### src/rtl/gx_fifo_pkg.sv
// Shared constants and state encoding for the GX command-ring line writer.
// Optional high-watermark logic is enabled with GX_FIFO_HIWATER_EN.
package gx_fifo_pkg;

    localparam int LINE_BYTES = 32;
    localparam int BEATS      = 4;

    localparam logic [1:0] BURST_INCR = 2'b01;
    localparam logic [1:0] RESP_OKAY  = 2'b00;
    localparam logic [2:0] BEAT_SIZE  = 3'd3;

    typedef enum logic [1:0] {
        IDLE  = 2'd0,
        BURST = 2'd1,
        RESP  = 2'd2
    } state_t;

endpackage

### src/rtl/gx_fifo_ring_ptr.sv
// Ring write pointer: wrap arithmetic, deferred load while busy, optional hi_irq.
// GX_FIFO_HIWATER_EN adds rptr/hi_mark/hi_irq; hi_irq lags pointer changes by one cycle.
module gx_fifo_ring_ptr
    import gx_fifo_pkg::*;
#(
    parameter int ADDR_W = 32
) (
    input  logic              clk,
    input  logic              reset,
    input  logic [ADDR_W-1:0] fifo_base,
    input  logic [ADDR_W-1:0] fifo_end,
    input  logic              idle,
    input  logic              advance,
    input  logic              wptr_load,
    input  logic [ADDR_W-1:0] wptr_load_val,
    output logic [ADDR_W-1:0] wptr,
    output logic              load_pending
`ifdef GX_FIFO_HIWATER_EN
    ,
    input  logic [ADDR_W-1:0] rptr,
    input  logic [ADDR_W-1:0] hi_mark,
    output logic              hi_irq
`endif
);

    logic [ADDR_W-1:0] load_aligned;
    logic [ADDR_W-1:0] next_ptr;
    logic [ADDR_W-1:0] pend_val;

    assign load_aligned = wptr_load_val & ~ADDR_W'(LINE_BYTES - 1);
    // Wrap compares literally against end, even for a misconfigured base > end.
    assign next_ptr     = (wptr >= fifo_end) ? fifo_base : wptr + ADDR_W'(LINE_BYTES);

    always_ff @(posedge clk or posedge reset) begin
        if (reset) begin
            wptr         <= '0;
            load_pending <= 1'b0;
            pend_val     <= '0;
        end else if (advance) begin
            load_pending <= 1'b0;
            if (wptr_load) begin
                wptr <= load_aligned;
            end else if (load_pending) begin
                wptr <= pend_val;
            end else begin
                wptr <= next_ptr;
            end
        end else if (wptr_load) begin
            if (idle) begin
                wptr <= load_aligned;
            end else begin
                load_pending <= 1'b1;
                pend_val     <= load_aligned;
            end
        end
    end

`ifdef GX_FIFO_HIWATER_EN
    logic [ADDR_W-1:0] ring_bytes;
    logic [ADDR_W-1:0] distance;

    assign ring_bytes = fifo_end - fifo_base + ADDR_W'(LINE_BYTES);
    assign distance   = (wptr >= rptr) ? (wptr - rptr) : (ring_bytes - (rptr - wptr));

    always_ff @(posedge clk or posedge reset) begin
        if (reset) begin
            hi_irq <= 1'b0;
        end else begin
            hi_irq <= (distance >= hi_mark);
        end
    end
`endif

endmodule

### src/rtl/gx_fifo_line_writer.sv
// Writes each 32-byte gathered line as one 4-beat AXI INCR burst into the GX ring; >= 6 cycles/line.
// line_ready is held low from accept until B completes; GX_FIFO_HIWATER_EN adds the hi_irq ports.
module gx_fifo_line_writer
    import gx_fifo_pkg::*;
#(
    parameter int ADDR_W = 32
) (
    input  logic              clk,
    input  logic              reset,
    input  logic [255:0]      line_data,
    input  logic              line_valid,
    output logic              line_ready,
    input  logic [ADDR_W-1:0] fifo_base,
    input  logic [ADDR_W-1:0] fifo_end,
    input  logic              wptr_load,
    input  logic [ADDR_W-1:0] wptr_load_val,
    output logic [ADDR_W-1:0] wptr,
    output logic              busy,
    output logic              bus_err,
    input  logic              err_clr,
    output logic [ADDR_W-1:0] m_axi_awaddr,
    output logic [7:0]        m_axi_awlen,
    output logic [2:0]        m_axi_awsize,
    output logic [1:0]        m_axi_awburst,
    output logic              m_axi_awvalid,
    input  logic              m_axi_awready,
    output logic [63:0]       m_axi_wdata,
    output logic [7:0]        m_axi_wstrb,
    output logic              m_axi_wlast,
    output logic              m_axi_wvalid,
    input  logic              m_axi_wready,
    input  logic [1:0]        m_axi_bresp,
    input  logic              m_axi_bvalid,
    output logic              m_axi_bready
`ifdef GX_FIFO_HIWATER_EN
    ,
    input  logic [ADDR_W-1:0] rptr,
    input  logic [ADDR_W-1:0] hi_mark,
    output logic              hi_irq
`endif
);

    state_t            state;
    logic [255:0]      line_buf;
    logic [ADDR_W-1:0] awaddr_q;
    logic              aw_done;
    logic              w_done;
    logic [1:0]        beat;

    logic idle;
    logic accept;
    logic aw_hs;
    logic w_hs;
    logic last_hs;
    logic burst_done;
    logic resp_done;
    logic load_pending;

    assign idle       = (state == IDLE);
    assign line_ready = idle && !load_pending && !wptr_load && !reset;
    assign accept     = line_valid && line_ready;
    assign busy       = !idle;

    assign m_axi_awaddr  = awaddr_q;
    assign m_axi_awlen   = 8'(BEATS - 1);
    assign m_axi_awsize  = BEAT_SIZE;
    assign m_axi_awburst = BURST_INCR;
    assign m_axi_awvalid = (state == BURST) && !aw_done;

    // W runs independently of AW; w_done parks the channel once beat 3 is taken.
    assign m_axi_wvalid = (state == BURST) && !w_done;
    assign m_axi_wdata  = line_buf[{beat, 6'b0} +: 64];
    assign m_axi_wstrb  = 8'hFF;
    assign m_axi_wlast  = m_axi_wvalid && (beat == 2'(BEATS - 1));
    assign m_axi_bready = (state == RESP);

    assign aw_hs      = m_axi_awvalid && m_axi_awready;
    assign w_hs       = m_axi_wvalid && m_axi_wready;
    assign last_hs    = w_hs && (beat == 2'(BEATS - 1));
    assign burst_done = (aw_done || aw_hs) && (w_done || last_hs);
    assign resp_done  = m_axi_bready && m_axi_bvalid;

    always_ff @(posedge clk or posedge reset) begin
        if (reset) begin
            state    <= IDLE;
            line_buf <= '0;
            awaddr_q <= '0;
            aw_done  <= 1'b0;
            w_done   <= 1'b0;
            beat     <= '0;
        end else begin
            case (state)
                IDLE: begin
                    if (accept) begin
                        line_buf <= line_data;
                        awaddr_q <= wptr;
                        aw_done  <= 1'b0;
                        w_done   <= 1'b0;
                        beat     <= '0;
                        state    <= BURST;
                    end
                end
                BURST: begin
                    if (aw_hs) begin
                        aw_done <= 1'b1;
                    end
                    if (w_hs) begin
                        beat <= beat + 2'd1;
                    end
                    if (last_hs) begin
                        w_done <= 1'b1;
                    end
                    if (burst_done) begin
                        state <= RESP;
                    end
                end
                RESP: begin
                    if (resp_done) begin
                        state <= IDLE;
                    end
                end
                default: state <= IDLE;
            endcase
        end
    end

    // A new error outranks a simultaneous clear.
    always_ff @(posedge clk or posedge reset) begin
        if (reset) begin
            bus_err <= 1'b0;
        end else if (resp_done && (m_axi_bresp != RESP_OKAY)) begin
            bus_err <= 1'b1;
        end else if (err_clr) begin
            bus_err <= 1'b0;
        end
    end

    gx_fifo_ring_ptr #(
        .ADDR_W (ADDR_W)
    ) u_ring_ptr (
        .clk           (clk),
        .reset         (reset),
        .fifo_base     (fifo_base),
        .fifo_end      (fifo_end),
        .idle          (idle),
        .advance       (resp_done),
        .wptr_load     (wptr_load),
        .wptr_load_val (wptr_load_val),
        .wptr          (wptr),
        .load_pending  (load_pending)
`ifdef GX_FIFO_HIWATER_EN
        ,
        .rptr          (rptr),
        .hi_mark       (hi_mark),
        .hi_irq        (hi_irq)
`endif
    );

endmodule

### config.mk
export PLATFORM = sky130hd
export DESIGN_NAME = gx_fifo_line_writer
export DESIGN_NICKNAME = d
export VERILOG_FILES = /design/src/rtl/gx_fifo_pkg.sv /design/src/rtl/gx_fifo_ring_ptr.sv /design/src/rtl/gx_fifo_line_writer.sv
export SDC_FILE = /design/constraint.sdc
export NUM_CORES = 1
export LEC_CHECK = 0
export BUFFER_PORTS_ARGS = -buffer_cell sky130_fd_sc_hd__buf_2
export CORE_AREA = 2 2 204 206
export DETAILED_ROUTE_END_ITERATION = 16
export DIE_AREA = 0 0 206 208
export GPL_TIMING_DRIVEN = 0
export PLACE_DENSITY = 0.72
export SKIP_CTS_REPAIR_TIMING = 1
export SYNTH_ARGS = -nofsm -noshare
export SYNTH_HDL_FRONTEND = slang
export SYNTH_SLANG_ARGS = --single-unit
### constraint.sdc
create_clock -name clk -period 21.2 [get_ports clk]
set_input_delay 2.12 -clock clk [delete_from_list [all_inputs] [get_ports clk]]
set_output_delay 2.12 -clock clk [all_outputs]
set_load 0.02 [all_outputs]
Word level (Yosys, flattened, before mapping)
Index checks and enable logic that the tools add are counted.
- output and inout bits: 156
- input port bits: 362
- flip-flop bits (word level): 355
- logic and storage cells: 84
- reduce and logical (&&, ||, !) cells: 35
- add/subtract/negate cells: 2
- equal/unequal tests: 10
- shifts and indexed selects: 1
- multiplexer cells: 23
- $lt $le $gt $ge: 1
- bitwise logic cells: 2
- operators by type and width (operator ; count):
    256-bit by 9-bit indexed part select with 64-bit output ; 1
    32-bit two-way mux ; 6
    32-bit by 6-bit adder with 32-bit output, second input constant ; 1
    32-bit greater-or-equal comparator ; 1
    3-bit AND reduction ; 5
    1-bit logical AND ; 13
    2-bit two-way mux ; 5
    2-bit nonzero test ; 5
    1-bit two-way mux ; 8
    2-bit inequality test, second input constant ; 4
    1-bit zero test ; 6
    2-bit by 1-bit inequality test with 1-bit output, second input constant ; 3
    2-bit case mux with 3 select lines ; 1
    2-bit AND reduction ; 3
    2-bit equality test, second input constant ; 2
    1-bit case mux with 2 select lines ; 2
    2-bit case mux with 2 select lines ; 1
    2-bit by 1-bit adder with 2-bit output, second input constant ; 1
    2-bit by 1-bit equality test with 1-bit output, second input constant ; 1
    2-bit zero test ; 1
    1-bit logical OR ; 2
    1-bit inverter ; 2

Longest topological paths before layout
Gate-level depths: netlist of the first run.
- word-level depth: 8
- mapped depth: 11
- depth with buffers taken out: 9

Modules after synthesis
From an unflattened synthesis of the first run, not the netlist that was laid out.
- cells, all modules: 1195
- area total of the unflattened synthesis: 17431.7 um^2
- by module, submodules not included (module ; times used ; cells each ; area each (um^2) ; seq. area each (um^2)):
    gx_fifo_line_writer ; 1 ; 749 ; 13237.7 ; 7382.1
    gx_fifo_ring_ptr ; 1 ; 446 ; 4194.0 ; 1501.4

Worst setup path after synthesis of the first run
Ideal clock, no wire load.
- kind: input to output
- start: input port wptr_load
- end: output port line_ready
- buffers on the path: 0
- data required time: 19.080 ns
- arrival time: 2.647 ns
- path slack: 16.433 ns
- cell stages on the path: 1
- path through: nor4_2
- cells in the longest elaborated chain, start to end: 3
- ends and longest elaborated chain (what ; RTL line ; RTL):
    start, declared ; gx_fifo_line_writer.sv:15 ; input logic wptr_load,
    1-bit zero test ; gx_fifo_line_writer.sv:60 ; assign line_ready = idle && !load_pending && !wptr_load && !reset;
    1-bit logical AND (2 in a row) ; gx_fifo_line_writer.sv:60 ;
    end, declared ; gx_fifo_line_writer.sv:12 ; output logic line_ready,
Every way passes these cells.

Worst setup path in the final report of the first run
- start: register beat[1]
- end: output port m_axi_wdata[26]
- cells in the longest elaborated chain, start to end: 1
- ends and longest elaborated chain (what ; RTL line ; RTL):
    start, declared ; gx_fifo_line_writer.sv:48 ; logic [1:0] beat;
    start signal, assigned ; gx_fifo_line_writer.sv:108 ; beat <= beat + 2'd1;
    256-bit by 9-bit indexed part select with 64-bit output ; gx_fifo_line_writer.sv:72 ; assign m_axi_wdata = line_buf[{beat, 6'b0} +: 64];
    end, declared ; gx_fifo_line_writer.sv:27 ; output logic [63:0] m_axi_wdata,
Every way passes these cells.

==> summary.txt, run 1 <==
Outcome - finished, final reports clean
Sw Ratio - 36.1%
Clock network power share - 22.3%
Hold slack final - 0.476 ns
Vias in the first global route - 13523
NetSw - 1.15 mW
GP Congestion - 0.900
H-tree Lvls - 2
FP Rows - 74
Final wirelength - 55.1 mm
Comb power frac - 39.4%
Die height - 208 µm
CP startpoint kind - register
First-pass GRT wire length - 80.9 mm
Synthesized cell area - 16800 µm²
Crit share post-route - 24.5%
Commonest cells after routing, fill and taps aside - buf_2 (525), dfrtp_1 (355), mux2_2 (313)
Worst hold path class - register to register
Layout cells sized above 1 - 57.1%
DR pass1 iterations - 5
Fin nets - 2132
WP data required - 19.08 ns
Initial core utilization - 41.4%
Share of power burned in registers - 38.3%
Pwr Density - 149 nW/µm²
Via-per-instance ratio - 5.49
Worst Hold Depth - 2
Port Buffer Count - 491
Full die area - 42800 µm²
DRT iter0 DRCs - 803
Synth Warn # - 0
Final setup fails - 0
CTS Buf Count - 41
Worst slew margin - 17.5%
Syn_area_per_cell - 14.2 µm²
Path depth of the worst reg2reg path - 7
Arr. time, crit path - 3.08 ns
Register bit count reported by yosys - 355
Mapped Cells - 1181
GRT overflow - 0
All-layer global routing usage - 25.3%
CP Capture Type - output port
Peak VDD IR - 0.0885 mV
Worst-path clk slew - 0.06 ns
Ports - 518
Vias - 12669
DP Wirelength - 41.0 mm
Largest net degree at the start of global routing - 133
Clock Skew - 0.0112 ns
Share of flip-flops with an asynchronous set or reset - 100%
Seq/Total Area, Yosys - 53.0%
Post-synth EDFFs - 0
Worst-Skew Late Latency - 0.55 ns
Clock Tree Buf Depth - 3
Minimum clock period - 5.20 ns
Fmax - 0.192 GHz
Post-route ant nets - 0
CTS tree - built
Critical path class - register to output port
DRC Markers - 0
DR WL/cell - 23.9 µm
Leak pwr - 10.4 nW
CTS root buf - clkbuf_16
Fin Setup TNS - 0 ns
Post-synthesis cell type count - 62
CP Max Fanout - 10
Slew @ Worst Pin - 1.24 ns
Area Overhead vs Synth - 27.6%
CTS sink count - 355
Initial antenna violation count - 19
Predominant post-synthesis flop cell - dfrtp_1
Max-slew violations - 0
Die Span X - 206 µm
Count of final hold-check violations - 0
Max cap viols - 0
Most common cell after layout, fill and taps aside - buf_2
Total Power - 3.18 mW
Fill cells - 3438
Core Area - 40600 µm²
RSZ-0062 raised after global routing - false
Internal Power - 2.03 mW
[synth_stat cells (all sizes together) (6+ instances only)]
library cell    n  area (µm²)
a22o           11        96.3
clkbuf         24        91.3
ha             34         425
nor3            9        45.0
a21oi          32         171
mux2          313        3520
and2            6        37.5
buf            67         403
mux4           64        1440
a22oi           8        60.1
nand2          38         145
and4            6        55.1
a221o          11         110
nand4          11        68.8
and3           11        68.8
nand3          14        75.1
xnor2           6        52.6
dfrtp         355        8880
o21ai          17        96.4
inv            39         146
nor2           28         113
a222oi          7        70.1
a221oi         17         149
[power groups by stage]
| stage | registers [mW] | clock network, mW | logic (mW) |
|---|---|---|---|
| 2_1_floorplan | 1.20 | 0 | 0.828 |
| 3_3_place_gp | 1.20 | 0 | 1.23 |
| 3_5_place_dp | 1.22 | 0 | 1.26 |
| 4_1_cts | 1.21 | 0.722 | 1.27 |
| 5_1_grt | 1.25 | 0.750 | 1.34 |
| 6_report | 1.22 | 0.710 | 1.25 |
[kinds of logic (layout without fill, tap and decap cells)]
| kind of cell | after synthesis | after routing | share of synthesized area [%] |
|---|---|---|---|
| multiplexers | 380 | 380 | 29.8 |
| adder cells (fa/ha/maj) | 34 | 34 | 2.54 |
| buffers and inverters | 130 | 696 | 3.82 |
| flip-flops | 355 | 355 | 53.0 |
| AO/OA/AOI/OAI | 140 | 140 | 6.28 |
| other | 2 | 31 | 0.0448 |
| XOR/XNOR | 6 | 6 | 0.313 |
| AND/OR/NAND/NOR | 134 | 134 | 4.27 |
[final timing paths]
check,startpoint,endpoint,slack (ns)
hold reg to reg,m_axi_awaddr[0],m_axi_awaddr[0],0.48
setup / recovery,beat[1],m_axi_wdata[26],16.00
min in group asynchronous,reset,u_ring_ptr.pend_val[24],1.70
setup reg to reg,state[0],line_buf[52],17.93
max in group asynchronous,reset,line_buf[120],18.32
hold / removal,m_axi_awaddr[0],m_axi_awaddr[0],0.48
[sequential cells by signal, indices dropped and copies added (netlist names)]
signal                   cells
line_buf                   256
m_axi_awaddr                32
u_ring_ptr.wptr             32
u_ring_ptr.pend_val         27
beat                         2
state                        2
aw_done                      1
bus_err                      1
u_ring_ptr.load_pending      1
w_done                       1
[critical path, cell delays in order (launching register included)]
cell and delay [ns]:
dfrtp_1 0.39, clkbuf_1 0.58, clkbuf_1 0.89, mux4_2 0.48
buf_2 0.19
[layer usage]
layer | global-route usage, % | share of wire [%] | vias up
met4 | 10.9 | 3.5 | 18
met5 | 0 | 0.20 | -
met1 | 28.9 | 37 | 6407
met2 | 44.0 | 50 | 618
met3 | 6.92 | 8.9 | 129
li1 | - | - | 5497
[metrics by stage]
step | cell area, µm² | cells | setup WS [ns] | util [%]
floorplan | 16800 | 1200 | 9.23 | -
finish | 21400 | 2308 | 16.00 | 52.8
detailed placement | 20000 | 2225 | 16.08 | 49.4
global route | 21400 | 2305 | 15.77 | 52.7
global placement | 20000 | 2223 | 5.35 | 49.2
CTS | 21400 | 2298 | 15.80 | 52.7
[layout make-up]
cell class,count,area (µm²),area share [%]
Antenna cell,10,25.0,0.117
Buffer,91,494,2.31
Clock buffer,60,1180,5.50
Clock inverter,13,164,0.766
Inverter,39,154,0.719
Multi-Input combinational cell,715,7320,34.2
Sequential cell,355,8880,41.5
Tap cell,532,666,3.11
Timing Repair Buffer,493,2510,11.7
Power figures use the tool's default switching activity.
==> run 2, diff against run 1 <==
Settings changed: ABC_AREA set to 1, PLACE_DENSITY 0.72 to 0.77.
Clock period 21.2 ns to 4.3 ns, I/O delays scaled along.
==> summary.txt, run 2 <==
CP Capture Type - output port
Cell with the largest stage delay on the worst path - clkbuf_1
Largest net degree at the start of global routing - 44
FP Rows - 74
Area Overhead vs Synth - 27.4%
DRC Markers - 0
CTS root buf - clkbuf_16
Critical path class - register to output port
Top-count cell post-synth - nand2_1
Fin Setup TNS - 0 ns
Pwr Density - 763 nW/µm²
All-layer global routing usage - 31.9%
Sw Ratio - 44.1%
Path depth of the worst reg2reg path - 13
Layout cells sized above 1 - 25.7%
Synthesized cell area - 17700 µm²
Util after Layout - 55.7%
Placed insts - 3275
Most common cell after layout, fill and taps aside - nand2_1
Top post-synthesis cells by area - dfrtp_1 (50%), nand2_1 (20%), o21ai_0 (4.3%)
Core Area - 40600 µm²
Fin area - 22600 µm²
Cell family with most CP delay - buffers and inverters
Ports - 518
Clock network power share - 22.0%
Synthesized-area fraction occupied by and/or/nand/nor cells - 27.6%
Vias - 17955
NetSw - 7.61 mW
Largest register FFs - 256
Port Buffer Count - 491
CTS sink count - 355
Synth Area in Compound Gates - 9.41%
Hold wc startpoint - line_data[254]
DRT iter0 DRCs - 1592
Outcome - finished, final reports clean
Arr. time, crit path - 3.10 ns
Post-synthesis mux area share - 1.71%
Worst hold path class - input pin to register
DP Wirelength - 52.3 mm
Initial antenna violation count - 14
Fmax - 0.283 GHz
Area fraction of the dominant cell type after synthesis - 50.1%
Worst-path clk slew - 0.06 ns
Internal Power - 9.64 mW
Hold slack final - 0.0492 ns
Vias in the first global route - 17932
Slew @ Worst Pin - 0.910 ns
Minimum clock period - 3.53 ns
Die height - 208 µm
Worst-Skew Late Latency - 0.58 ns
WP data required - 3.87 ns
Fin nets - 3183
Post-Synth Adder-Cell Area - 2.40%
Share of flip-flops with an asynchronous set or reset - 100%
Clock Skew - 0.0209 ns
Synth area leader - dfrtp_1
R2r setup slk - 1.75 ns
Clock Tree Buf Depth - 3
CP endpoint - m_axi_wdata[18]
RR Startpoint - u_ring_ptr.wptr[15]
Finished Layout Cells - 3358
RSZ-0062 raised after global routing - false
Synth cell count leaders - nand2_1 (967), dfrtp_1 (355), nor2_1 (162)
GRT overflow - 0
Placed inst area - 21100 µm²
Crit-path max cell delay - 0.66 ns
Peak VDD IR - 0.356 mV
Max cap viols - 0
Count of final hold-check violations - 0
H-tree Lvls - 2
Initial core utilization - 43.7%
CTS Buf Count - 41
Largest family of logic cells by synthesized area - simple AND/OR/NAND/NOR gates
CTS tree - built
Post-synthesis cell type count - 40
R2r endpoint - u_ring_ptr.wptr[26]
CP startpoint - beat[0]
Via-per-instance ratio - 5.35
Full die area - 42800 µm²
Die Span X - 206 µm
GP Congestion - 0.936
Crit share post-route - 82.0%
Critical Path, Cell by Cell - buf_2 -> inv_1 -> clkbuf_1 -> clkbuf_1 -> o21ai_0 -> o22ai_1 -> buf_2
Most flops, register - line_buf
DR pass1 iterations - 5
Seq/Total Area, Yosys - 50.1%
Worst slew margin - 39.3%
CP Max Fanout - 10
Post-route ant nets - 0
CP startpoint kind - register
Share of power burned in registers - 34.8%
Crit path depth - 7
XOR/XNOR Fraction of Synth Area - 0.840%
Predominant post-synthesis flop cell - dfrtp_1
Commonest cells after routing, fill and taps aside - nand2_1 (967), buf_2 (518), dfrtp_1 (355)
First-pass GRT wire length - 103 mm
Max-slew violations - 0
Synth Warn # - 0
Leak pwr - 12.4 nW
Post-synth EDFFs - 0
WP buf/inv - 5
Final setup fails - 0
DR WL/cell - 20.6 µm
Comb power frac - 43.3%
Syn_area_per_cell - 7.97 µm²
Final wirelength - 69.2 mm
Mapped Cells - 2224
Register bit count reported by yosys - 355
-- run 2: cell count changes in the layout (fill, tap and decap cells not counted), moves of 17 or more --
cell and change:
o22ai_1 +60, nor2_1 +135, xor2_1 +17, inv_1 +69
mux4_2 -64, clkbuf_1 +22, buf_6 +30, o21ai_0 +140
nand2_1 +930, mux2_2 -286, nand3_1 +53
-- run 2: worst min-delay path by stage --
stage | cells after the start | slack (ns) | end
after global routing | 3 | 0.05 | line_buf[124]
after CTS | 2 | -0.20 | bus_err
after detailed placement | 2 | 0.40 | bus_err
after floorplan | 2 | 0.44 | line_buf[128]
final | 3 | 0.05 | line_buf[254]
after global placement | 2 | 0.45 | line_buf[151]
-- run 2: kinds of logic after synthesis --
kind of cell / after synthesis
xor gates and xnor gates: 17
muxes: 27
buffers and inverters: 262
AOI/OAI and AO/OA: 288
DFF: 355
adders and majority gates: 34
and+or+nand+nor: 1239
other: 2
-- run 2: cell type report --
| class | instances | area (µm²) |
|---|---|---|
| fillers | 3854 | 18000 |
| flip-flops and latches | 355 | 8880 |
| multi-input cells | 1626 | 7520 |
| repair buffers | 501 | 2660 |
| clock buffers | 55 | 1150 |
| plain buffers | 147 | 968 |
| well taps | 532 | 666 |
| inverters | 115 | 435 |
| clock inverters | 19 | 302 |
| diodes | 8 | 20.0 |
-- run 2: per-layer routing --
metal  track usage, %  part of all wire (%)
met5                0                  0.14
met4             14.6                   4.9
met3             8.00                    10
met2             52.5                    47
met1             39.4                    38
-- run 2: worst register-to-register path, delay by kind of cell, from the launching register on --
family                   cells  cell delay (ns)
AND/OR/NAND/NOR             10             1.20
flip-flops                   1             0.50
adder cells (fa/ha/maj)      1             0.36
buffers and inverters        1             0.27
AO/OA/AOI/OAI                1             0.07
-- run 2: through the flow --
step / total power [mW] / worst slack, ns
4_1_cts: 17.2 / 0.816
3_5_place_dp: 13.3 / 1.45
5_1_grt: 18.2 / 0.671
2_1_floorplan: 10.4 / -0.886
6_report: 17.2 / 0.773
3_3_place_gp: 13.1 / -3.02
-- run 2: power groups by stage --
| stage | sequential, mW | combinational, mW | clock [mW] |
|---|---|---|---|
| CTS | 5.96 | 7.39 | 3.81 |
| global route | 6.16 | 8.11 | 3.96 |
| global placement | 5.94 | 7.15 | 0 |
| floorplan | 6.00 | 4.38 | 0 |
| finish | 6.00 | 7.46 | 3.79 |
| detailed placement | 5.99 | 7.34 | 0 |
